===== src/rtl/ttt_game_ctrl.sv =====
// ttt_game_ctrl: tic-tac-toe game controller for an N x N board.
// O is the user (moves via move_valid/move_idx); X is an external
// combinational engine whose one-hot suggestion is captured in X_TURN.
// Square i of a board is bit i; bit N*N-1 is the top-left square (row-major,
// MSB first).
// Optional feature: define TTT_SCORE_EN to build the x/o/draw score
// counters; without it the score outputs are constant 0.
module ttt_game_ctrl #(
  parameter int N       = 3,
  parameter int SCORE_W = 8
) (
  input  logic                     clk,
  input  logic                     rst,
  input  logic                     start,
  input  logic                     o_first,
  input  logic                     move_valid,
  input  logic [$clog2(N*N)-1:0]   move_idx,
  output logic                     move_ready,
  input  logic [N*N-1:0]           eng_move,
  output logic [N*N-1:0]           xboard,
  output logic [N*N-1:0]           oboard,
  output logic                     illegal,
  output logic                     eng_fault,
  output logic                     game_over,
  output logic [1:0]               winner,
  output logic [SCORE_W-1:0]       x_score,
  output logic [SCORE_W-1:0]       o_score,
  output logic [SCORE_W-1:0]       draws
);

  localparam int SQ = N * N;
  localparam logic [SQ-1:0] ONE = SQ'(1);

  localparam logic [2:0] IDLE   = 3'd0;
  localparam logic [2:0] O_TURN = 3'd1;
  localparam logic [2:0] X_TURN = 3'd2;
  localparam logic [2:0] CHECK  = 3'd3;
  localparam logic [2:0] DONE   = 3'd4;

  localparam logic [1:0] W_NONE = 2'b00;
  localparam logic [1:0] W_X    = 2'b01;
  localparam logic [1:0] W_O    = 2'b10;
  localparam logic [1:0] W_DRAW = 2'b11;

  logic [2:0]    state_reg, state_next;
  logic [SQ-1:0] xboard_reg, xboard_next;
  logic [SQ-1:0] oboard_reg, oboard_next;
  logic [1:0]    winner_reg, winner_next;
  logic          illegal_reg, illegal_next;
  logic          eng_fault_reg, eng_fault_next;
  logic          last_x_reg, last_x_next;

  logic [SQ-1:0] occ, empty, empty_neg, low_empty;
  logic [SQ-1:0] move_onehot, eng_dec, x_pick;
  logic          move_legal, eng_ok;
  logic [SQ-1:0] chk_board;
  logic [N-1:0]  row_win, col_win, diag_bits, anti_bits;
  logic          line_win;

  // Square bookkeeping: occupancy, lowest empty square, move legality.
  always_comb begin
    occ         = xboard_reg | oboard_reg;
    empty       = ~occ;
    empty_neg   = ~empty + ONE;
    low_empty   = empty & empty_neg;
    // An out-of-range index shifts the bit out entirely, giving zero.
    move_onehot = ONE << move_idx;
    move_legal  = (move_onehot != '0) && ((move_onehot & occ) == '0);
    eng_dec     = eng_move - ONE;
    eng_ok      = (eng_move != '0) && ((eng_move & eng_dec) == '0) &&
                  ((eng_move & occ) == '0);
    x_pick      = eng_ok ? eng_move : low_empty;
  end

  // Line detection on the board of the player who just moved.
  assign chk_board = last_x_reg ? xboard_reg : oboard_reg;

  for (genvar gi = 0; gi < N; gi++) begin : g_line
    logic [N-1:0] row_bits;
    logic [N-1:0] col_bits;
    for (genvar gj = 0; gj < N; gj++) begin : g_cell
      assign row_bits[gj] = chk_board[gi*N + gj];
      assign col_bits[gj] = chk_board[gj*N + gi];
    end
    assign row_win[gi]   = &row_bits;
    assign col_win[gi]   = &col_bits;
    // Main diagonal runs top-left to bottom-right; anti-diagonal the other way.
    assign diag_bits[gi] = chk_board[gi*(N+1)];
    assign anti_bits[gi] = chk_board[(gi+1)*(N-1)];
  end

  assign line_win = (|row_win) | (|col_win) | (&diag_bits) | (&anti_bits);

  // Next-state and next-board computation for the game FSM.
  always_comb begin
    state_next     = state_reg;
    xboard_next    = xboard_reg;
    oboard_next    = oboard_reg;
    winner_next    = winner_reg;
    last_x_next    = last_x_reg;
    illegal_next   = 1'b0;
    eng_fault_next = 1'b0;
    case (state_reg)
      IDLE, DONE: begin
        if (start) begin
          xboard_next = '0;
          oboard_next = '0;
          winner_next = W_NONE;
          state_next  = o_first ? O_TURN : X_TURN;
        end
      end
      O_TURN: begin
        if (move_valid) begin
          if (move_legal) begin
            oboard_next = oboard_reg | move_onehot;
            last_x_next = 1'b0;
            state_next  = CHECK;
          end else begin
            illegal_next = 1'b1;
          end
        end
      end
      X_TURN: begin
        xboard_next    = xboard_reg | x_pick;
        eng_fault_next = ~eng_ok;
        last_x_next    = 1'b1;
        state_next     = CHECK;
      end
      CHECK: begin
        // A completed line wins even when it also fills the board.
        if (line_win) begin
          winner_next = last_x_reg ? W_X : W_O;
          state_next  = DONE;
        end else if (&occ) begin
          winner_next = W_DRAW;
          state_next  = DONE;
        end else begin
          state_next  = last_x_reg ? O_TURN : X_TURN;
        end
      end
      default: state_next = IDLE;
    endcase
  end

  // Game state registers.
  always_ff @(posedge clk or posedge rst) begin
    if (rst) begin
      state_reg     <= IDLE;
      xboard_reg    <= '0;
      oboard_reg    <= '0;
      winner_reg    <= W_NONE;
      illegal_reg   <= 1'b0;
      eng_fault_reg <= 1'b0;
      last_x_reg    <= 1'b0;
    end else begin
      state_reg     <= state_next;
      xboard_reg    <= xboard_next;
      oboard_reg    <= oboard_next;
      winner_reg    <= winner_next;
      illegal_reg   <= illegal_next;
      eng_fault_reg <= eng_fault_next;
      last_x_reg    <= last_x_next;
    end
  end

  assign xboard     = xboard_reg;
  assign oboard     = oboard_reg;
  assign winner     = winner_reg;
  assign illegal    = illegal_reg;
  assign eng_fault  = eng_fault_reg;
  assign move_ready = (state_reg == O_TURN);
  assign game_over  = (state_reg == DONE);

`ifdef TTT_SCORE_EN
  logic [SCORE_W-1:0] x_score_reg, o_score_reg, draws_reg;

  // Score one result on the CHECK->DONE transition; counters wrap.
  always_ff @(posedge clk or posedge rst) begin
    if (rst) begin
      x_score_reg <= '0;
      o_score_reg <= '0;
      draws_reg   <= '0;
    end else if (state_reg == CHECK && state_next == DONE) begin
      case (winner_next)
        W_X:     x_score_reg <= x_score_reg + SCORE_W'(1);
        W_O:     o_score_reg <= o_score_reg + SCORE_W'(1);
        W_DRAW:  draws_reg   <= draws_reg + SCORE_W'(1);
        default: ;
      endcase
    end
  end

  assign x_score = x_score_reg;
  assign o_score = o_score_reg;
  assign draws   = draws_reg;
`else
  assign x_score = '0;
  assign o_score = '0;
  assign draws   = '0;
`endif

endmodule


===== config.mk =====
export PLATFORM = sky130hd
export DESIGN_NAME = ttt_game_ctrl
export DESIGN_NICKNAME = d
export VERILOG_FILES = /design/src/rtl/ttt_game_ctrl.sv
export SDC_FILE = /design/constraint.sdc
export NUM_CORES = 1
export LEC_CHECK = 0
export CORE_UTILIZATION = 40
export DETAILED_ROUTE_END_ITERATION = 8
export PLACE_DENSITY = 0.8
export SYNTH_ARGS = -nofsm -noshare
export SYNTH_HDL_FRONTEND = slang
export SYNTH_SLANG_ARGS = --single-unit

===== constraint.sdc =====
create_clock -name clk -period 2.05 [get_ports clk]
set_clock_uncertainty 0.1 [all_clocks]
set_input_delay 0.615 -clock clk [delete_from_list [all_inputs] [get_ports clk]]
set_output_delay 0.615 -clock clk [all_outputs]
set_load 0.005 [all_outputs]

==> results of run 1 <==
-- through the flow --
step / hold slack (ps) / util / TNS, ps
after CTS: 480 / 0.629 / -73.0
after global routing: 517 / 0.655 / -444
final: 476 / 0.655 / -36.8
after floorplan: 443 / - / -231
after global placement: 453 / 0.581 / -9550
after detailed placement: 466 / 0.581 / -10710
-- timing repair --
item / CTS / global route
gates resized for setup: 46 / 47
endpoints found under the hold margin: 0 / 0
hold buffers: 0 / 0
pin swaps: 18 / 19
endpoints found under the setup margin: 31 / 33
buffers inserted: 14 / 8
-- cells in the final DEF (no fill, tap or decap), types with 3 or more instances in the layout --
cell | netlist | layout
nor3_4 | 1 | 3
a22o_1 | 4 | 4
a21oi_1 | 10 | 9
dfrtp_2 | 0 | 10
buf_2 | 3 | 3
dlymetal6s2s_1 | 0 | 3
inv_1 | 8 | 8
a31oi_1 | 4 | 4
a211oi_1 | 4 | 3
o21ai_0 | 8 | 5
dlygate4sd2_1 | 0 | 4
conb_1 | 1 | 24
nand2_1 | 14 | 13
or3_1 | 4 | 4
o22ai_1 | 3 | 3
dfrtp_1 | 26 | 16
or2_2 | 3 | 3
o211ai_1 | 4 | 4
o221ai_2 | 3 | 3
nor2_1 | 30 | 28
buf_4 | 24 | 70
buf_6 | 1 | 9
nand4b_1 | 4 | 4
o21ai_1 | 2 | 5
nand3_4 | 0 | 3
a22oi_1 | 6 | 6
clkdlybuf4s50_1 | 0 | 23
nand2b_1 | 3 | 3
nor3_1 | 10 | 8
clkbuf_8 | 0 | 4
-- routing by layer --
layer | GRT usage | vias up | share of wire
li1 | - | 1044 | -
met1 | 0.316 | 1119 | 0.42
met2 | 0.422 | 126 | 0.48
met3 | 0.0514 | 19 | 0.073
met4 | 0.100 | 0 | 0.025
met5 | 0 | - | 0
-- power groups by stage --
stage	logic, W	clock network, W	registers, W
after floorplan	0.000625	0	0.000801
after detailed placement	0.00135	0	0.000804
after CTS	0.00145	0.000356	0.000775
after global routing	0.00169	0.000378	0.000818
final	0.00156	0.000350	0.000806
after global placement	0.00132	0	0.000806
-- layout make-up --
class	count	area, µm²
Inverter	9	33.8
Clock buffer	4	55.1
Timing Repair Buffer	117	990
Sequential cell	26	663
Tap cell	67	83.8
Fill cell	381	1630
Multi-Input combinational cell	187	1270
-- critical path: cells and delay by family, from the launching register on --
| family | cells | cell delay, ps |
|---|---|---|
| AO/OA/AOI/OAI | 5 | 1030 |
| buffers and inverters | 3 | 440 |
| flip-flops | 1 | 410 |
-- final timing paths --
path	start	end	slack [ps]
max reg2reg	oboard[2]	state_reg[2]	-30
max in group asynchronous	rst	oboard[3]	960
min	winner[0]	winner[0]	480
max	oboard[2]	state_reg[2]	-30
min reg2reg	winner[0]	winner[0]	480
min in group asynchronous	rst	xboard[6]	590
-- cell families after synthesis --
| group | after synthesis |
|---|---|
| buffers and inverters | 42 |
| AND/OR/NAND/NOR | 96 |
| XOR/XNOR | 1 |
| flip-flops | 26 |
| multiplexers | 2 |
| AO/OA/AOI/OAI | 64 |
| other | 1 |
==> summary.txt, run 1 <==
Outcome
  – Outcome: finished with violations
  – Violated checks: negative setup slack

Yosys
  – Commonest cells post-synth: nor2_1, dfrtp_1, buf_4, nand2_1
  – Syn_area_per_cell: about 8.5 µm²
  – Yosys top cell by area: dfrtp_1
  – Post-synth EDFFs: 0
  – Mapped Area: 1970 µm²
  – Synthesized netlist cell count: ~230
  – Flops & latches, synth: 26
  – Synth Area in Compound Gates: 0.243
  – Area contributors post-synth: dfrtp_1, buf_4, nor2_1
  – Post-synth ARST share: 1.00
  – Netlist cell types: 60
  – Mux contribution to synthesized area: 0.0114
  – Main combinational cell family by area after synthesis: simple AND/OR/NAND/NOR gates
  – Synth warn: 0
  – Most numerous cell in the Yosys netlist: nor2_1
  – Post-Synth XOR/XNOR Area: 0.00444
  – Simple-gate share of the synthesized area: 0.277
  – Ys flop type: dfrtp_1
  – Synth Area in Adders: 0
  – Sequential-to-total area share from yosys stat: 0.330
  – Yosys top cell area share: 0.330

Clock network
  – H-tree Lvls: 1
  – CTS tree: yes
  – Clock latency on the worst-skew pair: roughly 280 ps
  – Clk buf depth: 2
  – Reg clk slew, reported paths: 90 ps
  – Clock sinks: 26
  – Root Buffer: clkbuf_8
  – TritonCTS Buffers: 3

Layout
  – # nets final: between 300 and 400
  – Diodes inserted: 0
  – Final Cell Area: between 3000 and 4000 µm²
  – Share of layout cells above drive strength 1: 0.397
  – Area grow syn2layout: 56.9%
  – Layout Cells excl Fill: 410

GRT
  – Largest net degree at the start of global routing: 27
  – All-Layer GR Usage: 0.251
  – Initial antenna violation count: 0
  – Total gr overflow: 0
  – First-pass GRT wire length: ~10 mm
  – Vias in the first global route: between 2000 and 2500

Place
  – Placer Congestion: between 0.9 and 1
  – Place WS: -643 ps
  – Final HPWL DP: ~4.4 mm
  – Port Buffer Count: 41
  – Placed Instance Area: approximately 2700 µm²
  – Placed cells: 386

STA
  – Slew HR: 0.608
  – Final min period: roughly 2100 ps
  – Fmax: 481 MHz
  – Slew Viols, Final: 0
  – Setup violators final: 2
  – Worst setup margin: -29.3 ps
  – Final Hold Viols: 0
  – Slew @ Worst Pin: just under 600 ps
  – RSZ-0062 raised after global routing: yes
  – Final period util: 1.01

Floorplanning
  – Die Span Y: between 70 and 80 µm
  – # IOs: 66
  – Total die area: between 5000 and 6000 µm²
  – Core Region: between 4000 and 5000 µm²
  – Rows: 25
  – Initial Util: 0.417
  – Die width: 72.2 µm

Route
  – Vias post-DR: approximately 2300
  – Antenna Nets Post-Route: 0
  – Pre-antenna DRT Iters: 5
  – Post-DR vias/cell: 5.63
  – DR WL/cell: 16.0 µm
  – DR DRC count: 0
  – 1st-iter DRT viols: around 190
  – Final WL: ~6.6 mm

Critical path
  – Max stage delay on crit path: 410 ps
  – WS Path Type: flop to flop
  – CP dominant cell by count: buf_4
  – CP max stage cell: dfrtp_1
  – Startpoint Class: flop
  – Worst path arrival time: 2160 ps
  – Crit path capture type: flop
  – Crit path cell chain: buf_4 -> buf_4 -> a22oi_1 -> a21oi_1 -> a211oi_2 -> a21oi_1 -> buf_4 -> a31o_2
  – R2R depth: 8
  – Worst Path Max Fanout: 3
  – CP required: roughly 2100 ps

Power
  – Worst vdd ir: approximately 450 µV
  – Psw: between 0.001 and 0.0015 W
  – Logic pwr share: 0.574
  – PD cells: around 900 nW/µm²
  – LEAKAGE: 1.38 nW
  – Sequential share of power: 0.297
  – Clock Power Share: 0.129
  – Power Total: between 0.002 and 0.003 W
  – Int Power: about 0.0017 W
  – Sw Share: 0.392

Min path
  – Hold Path Stages: 2
  – Worst hold path type: flop to flop

Job
  – Max Cap Viol: 0
Note: power is estimated with default switching activity, not from simulation.
==> inputs of run 2 (changes only) <==
--- a/config.mk
+++ b/config.mk
@@ -5,9 +5,11 @@
 export SDC_FILE = /design/constraint.sdc
 export NUM_CORES = 1
 export LEC_CHECK = 0
-export CORE_UTILIZATION = 40
+export CORE_UTILIZATION = 45
+export CTS_CLUSTER_SIZE = 28
 export DETAILED_ROUTE_END_ITERATION = 8
-export PLACE_DENSITY = 0.8
+export PLACE_DENSITY = 0.87
 export SYNTH_ARGS = -nofsm -noshare
 export SYNTH_HDL_FRONTEND = slang
 export SYNTH_SLANG_ARGS = --single-unit
+export TNS_END_PERCENT = 5
==> summary.txt, run 2 (synthesis gave the netlist of run 1 again) <==
Critical path
  – Crit path cell chain: dlygate4sd2_1 -> or4_1 -> nor3_2 -> a211o_2 -> nand3_2 -> and3_4 -> a221o_1
  – Worst Path Max Fanout: 7
  – Family with the most delay on the worst path: simple AND/OR/NAND/NOR gates
  – WS Path Type: input pin to flop
  – FF-to-FF Start: oboard[2]
  – Startpoint Class: input pin
  – CP required: around 2100 ps
  – CP bufs+invs: 1
  – Worst path arrival time: 2220 ps
  – Worst setup startpoint: eng_move[6]
  – Max stage delay on crit path: approximately 530 ps
  – CP max stage cell: or4_1
  – Crit path capture type: flop

STA
  – Worst setup margin: -96.0 ps
  – Slew Viols, Final: 0
  – Final Hold Viols: 0
  – RSZ-0062 raised after global routing: yes
  – Final period util: 1.05
  – Fmax: about 470 MHz
  – Final min period: 2150 ps
  – Setup violators final: 9

Layout
  – Final Core Density: 0.714
  – Diodes inserted: 0
  – Share of layout cells above drive strength 1: 0.343
  – Most common cell after layout, fill and taps aside: buf_4
  – # nets final: roughly 340
  – Most frequent cells in the layout: buf_4, nor2_1, conb_1
  – Layout Cells excl Fill: ~370
  – Area grow syn2layout: 49.0%

Clock network
  – Clock latency on the worst-skew pair: ~280 ps
  – TritonCTS Buffers: 3
  – Root Buffer: clkbuf_8
  – Clock sinks: 26
  – Hold buffer count at cts: 0
  – H-tree Lvls: 1
  – Clk buf depth: 2
  – CTS tree: yes
  – Reg clk slew, reported paths: approximately 100 ps

GRT
  – All-Layer GR Usage: 0.284
  – Total gr overflow: 0
  – First-pass GRT wire length: between 9 and 10 mm
  – Initial antenna violation count: 0
  – Vias in the first global route: between 2000 and 2500
  – Largest net degree at the start of global routing: 27

Route
  – DR DRC count: 0
  – DR WL/cell: 17.3 µm
  – Vias post-DR: around 2200
  – 1st-iter DRT viols: approximately 240
  – Antenna Nets Post-Route: 0
  – Final WL: between 6 and 7 mm
  – Pre-antenna DRT Iters: 5
  – Post-DR vias/cell: between 5 and 6

Power
  – Worst vdd ir: approximately 580 µV
  – Power Total: about 0.0027 W
  – PD cells: roughly 910 nW/µm²
  – Int Power: about 0.0016 W
  – Logic pwr share: 0.511
  – Clock Power Share: 0.166
  – Psw: approximately 0.0010 W
  – Sw Share: 0.393
  – LEAKAGE: roughly 1.4 nW
  – Sequential share of power: 0.322

Floorplanning
  – Initial Util: 0.479
  – # IOs: 66
  – Die Span Y: roughly 68 µm
  – Core Region: 4120 µm²
  – Total die area: 4650 µm²
  – Rows: 23
  – Die width: 68.2 µm

Min path
  – Worst hold path type: flop to flop
  – Hold Startpoint: winner[0]

Job
  – Max Cap Viol: 0

Place
  – Placer Congestion: ~1
  – Placed cells: approximately 360
  – Final HPWL DP: 4.34 mm
  – Port Buffer Count: 41

Outcome
  – Outcome: finished with violations
  – Violated checks: negative setup slack
## run 2: cell types whose count changed in the layout (fill, tap and decap cells not counted), moves of 2 or more
cell	previous run	this run
buf_6	9	7
dlymetal6s2s_1	3	6
buf_4	70	50
clkdlybuf4s50_1	23	17
dlygate4sd2_1	4	12
## run 2: worst paths after layout
path	end	slack [ps]	depth (start not counted)
hold / removal	winner[0]	480	2
setup / recovery	xboard[4]	-100	7
min in group asynchronous	xboard[4]	580	3
max in group asynchronous	xboard[0]	980	3
hold reg to reg	winner[0]	480	2
setup reg to reg	xboard[4]	0	6
## run 2: what timing repair did
item | CTS | global route
setup endpoints to repair | 34 | 33
pin swaps | 16 | 11
setup buffers | 6 | 0
gates resized for setup | 42 | 31
## run 2: metal layers
metal	track usage	wire length (µm)	vias to the layer above
met5	0	0	-
met2	0.482	3170	145
met4	0.143	187	0
li1	-	-	998
met1	0.350	2600	1046
met3	0.0383	499	28
## run 2: area by class of cell
| cell class | count | area (µm²) |
|---|---|---|
| clock buffers | 3 | 41.3 |
| clock inverters | 1 | 30.0 |
| fillers | 300 | 1180 |
| inverters | 9 | 33.8 |
| multi-input cells | 187 | 1260 |
| flip-flops and latches | 26 | 663 |
| well taps | 50 | 62.6 |
| repair buffers | 98 | 845 |
## run 2: worst reg2reg max path: stages, from the launching register on
cell	delay (ps)
dfrtp_1	420
nor2_1	310
o2111ai_1	240
nor4_4	310
nand3_2	150
and3_4	170
a221o_1	250
## run 2: metrics by stage
step / setup WS (ps) / setup TNS, ps / hold slack [ps] / instance area, µm²
5_1_grt: -133 / -848 / 518 / 2940
3_3_place_gp: -591 / -9760 / 454 / 2690
3_5_place_dp: -644 / -10990 / 468 / 2690
2_1_floorplan: -67.1 / -286 / 443 / 2060
6_report: -96.0 / -419 / 483 / 2940
4_1_cts: -132 / -1050 / 486 / 2860
## run 2: power by group through the flow
stage                     clock [W]  sequential, W  combinational [W]
final                      0.000444       0.000860            0.00136
after global routing       0.000465       0.000871            0.00147
after CTS                  0.000445       0.000839            0.00131
after detailed placement          0       0.000838            0.00128
after global placement            0       0.000826            0.00126
after floorplan                   0       0.000801           0.000624
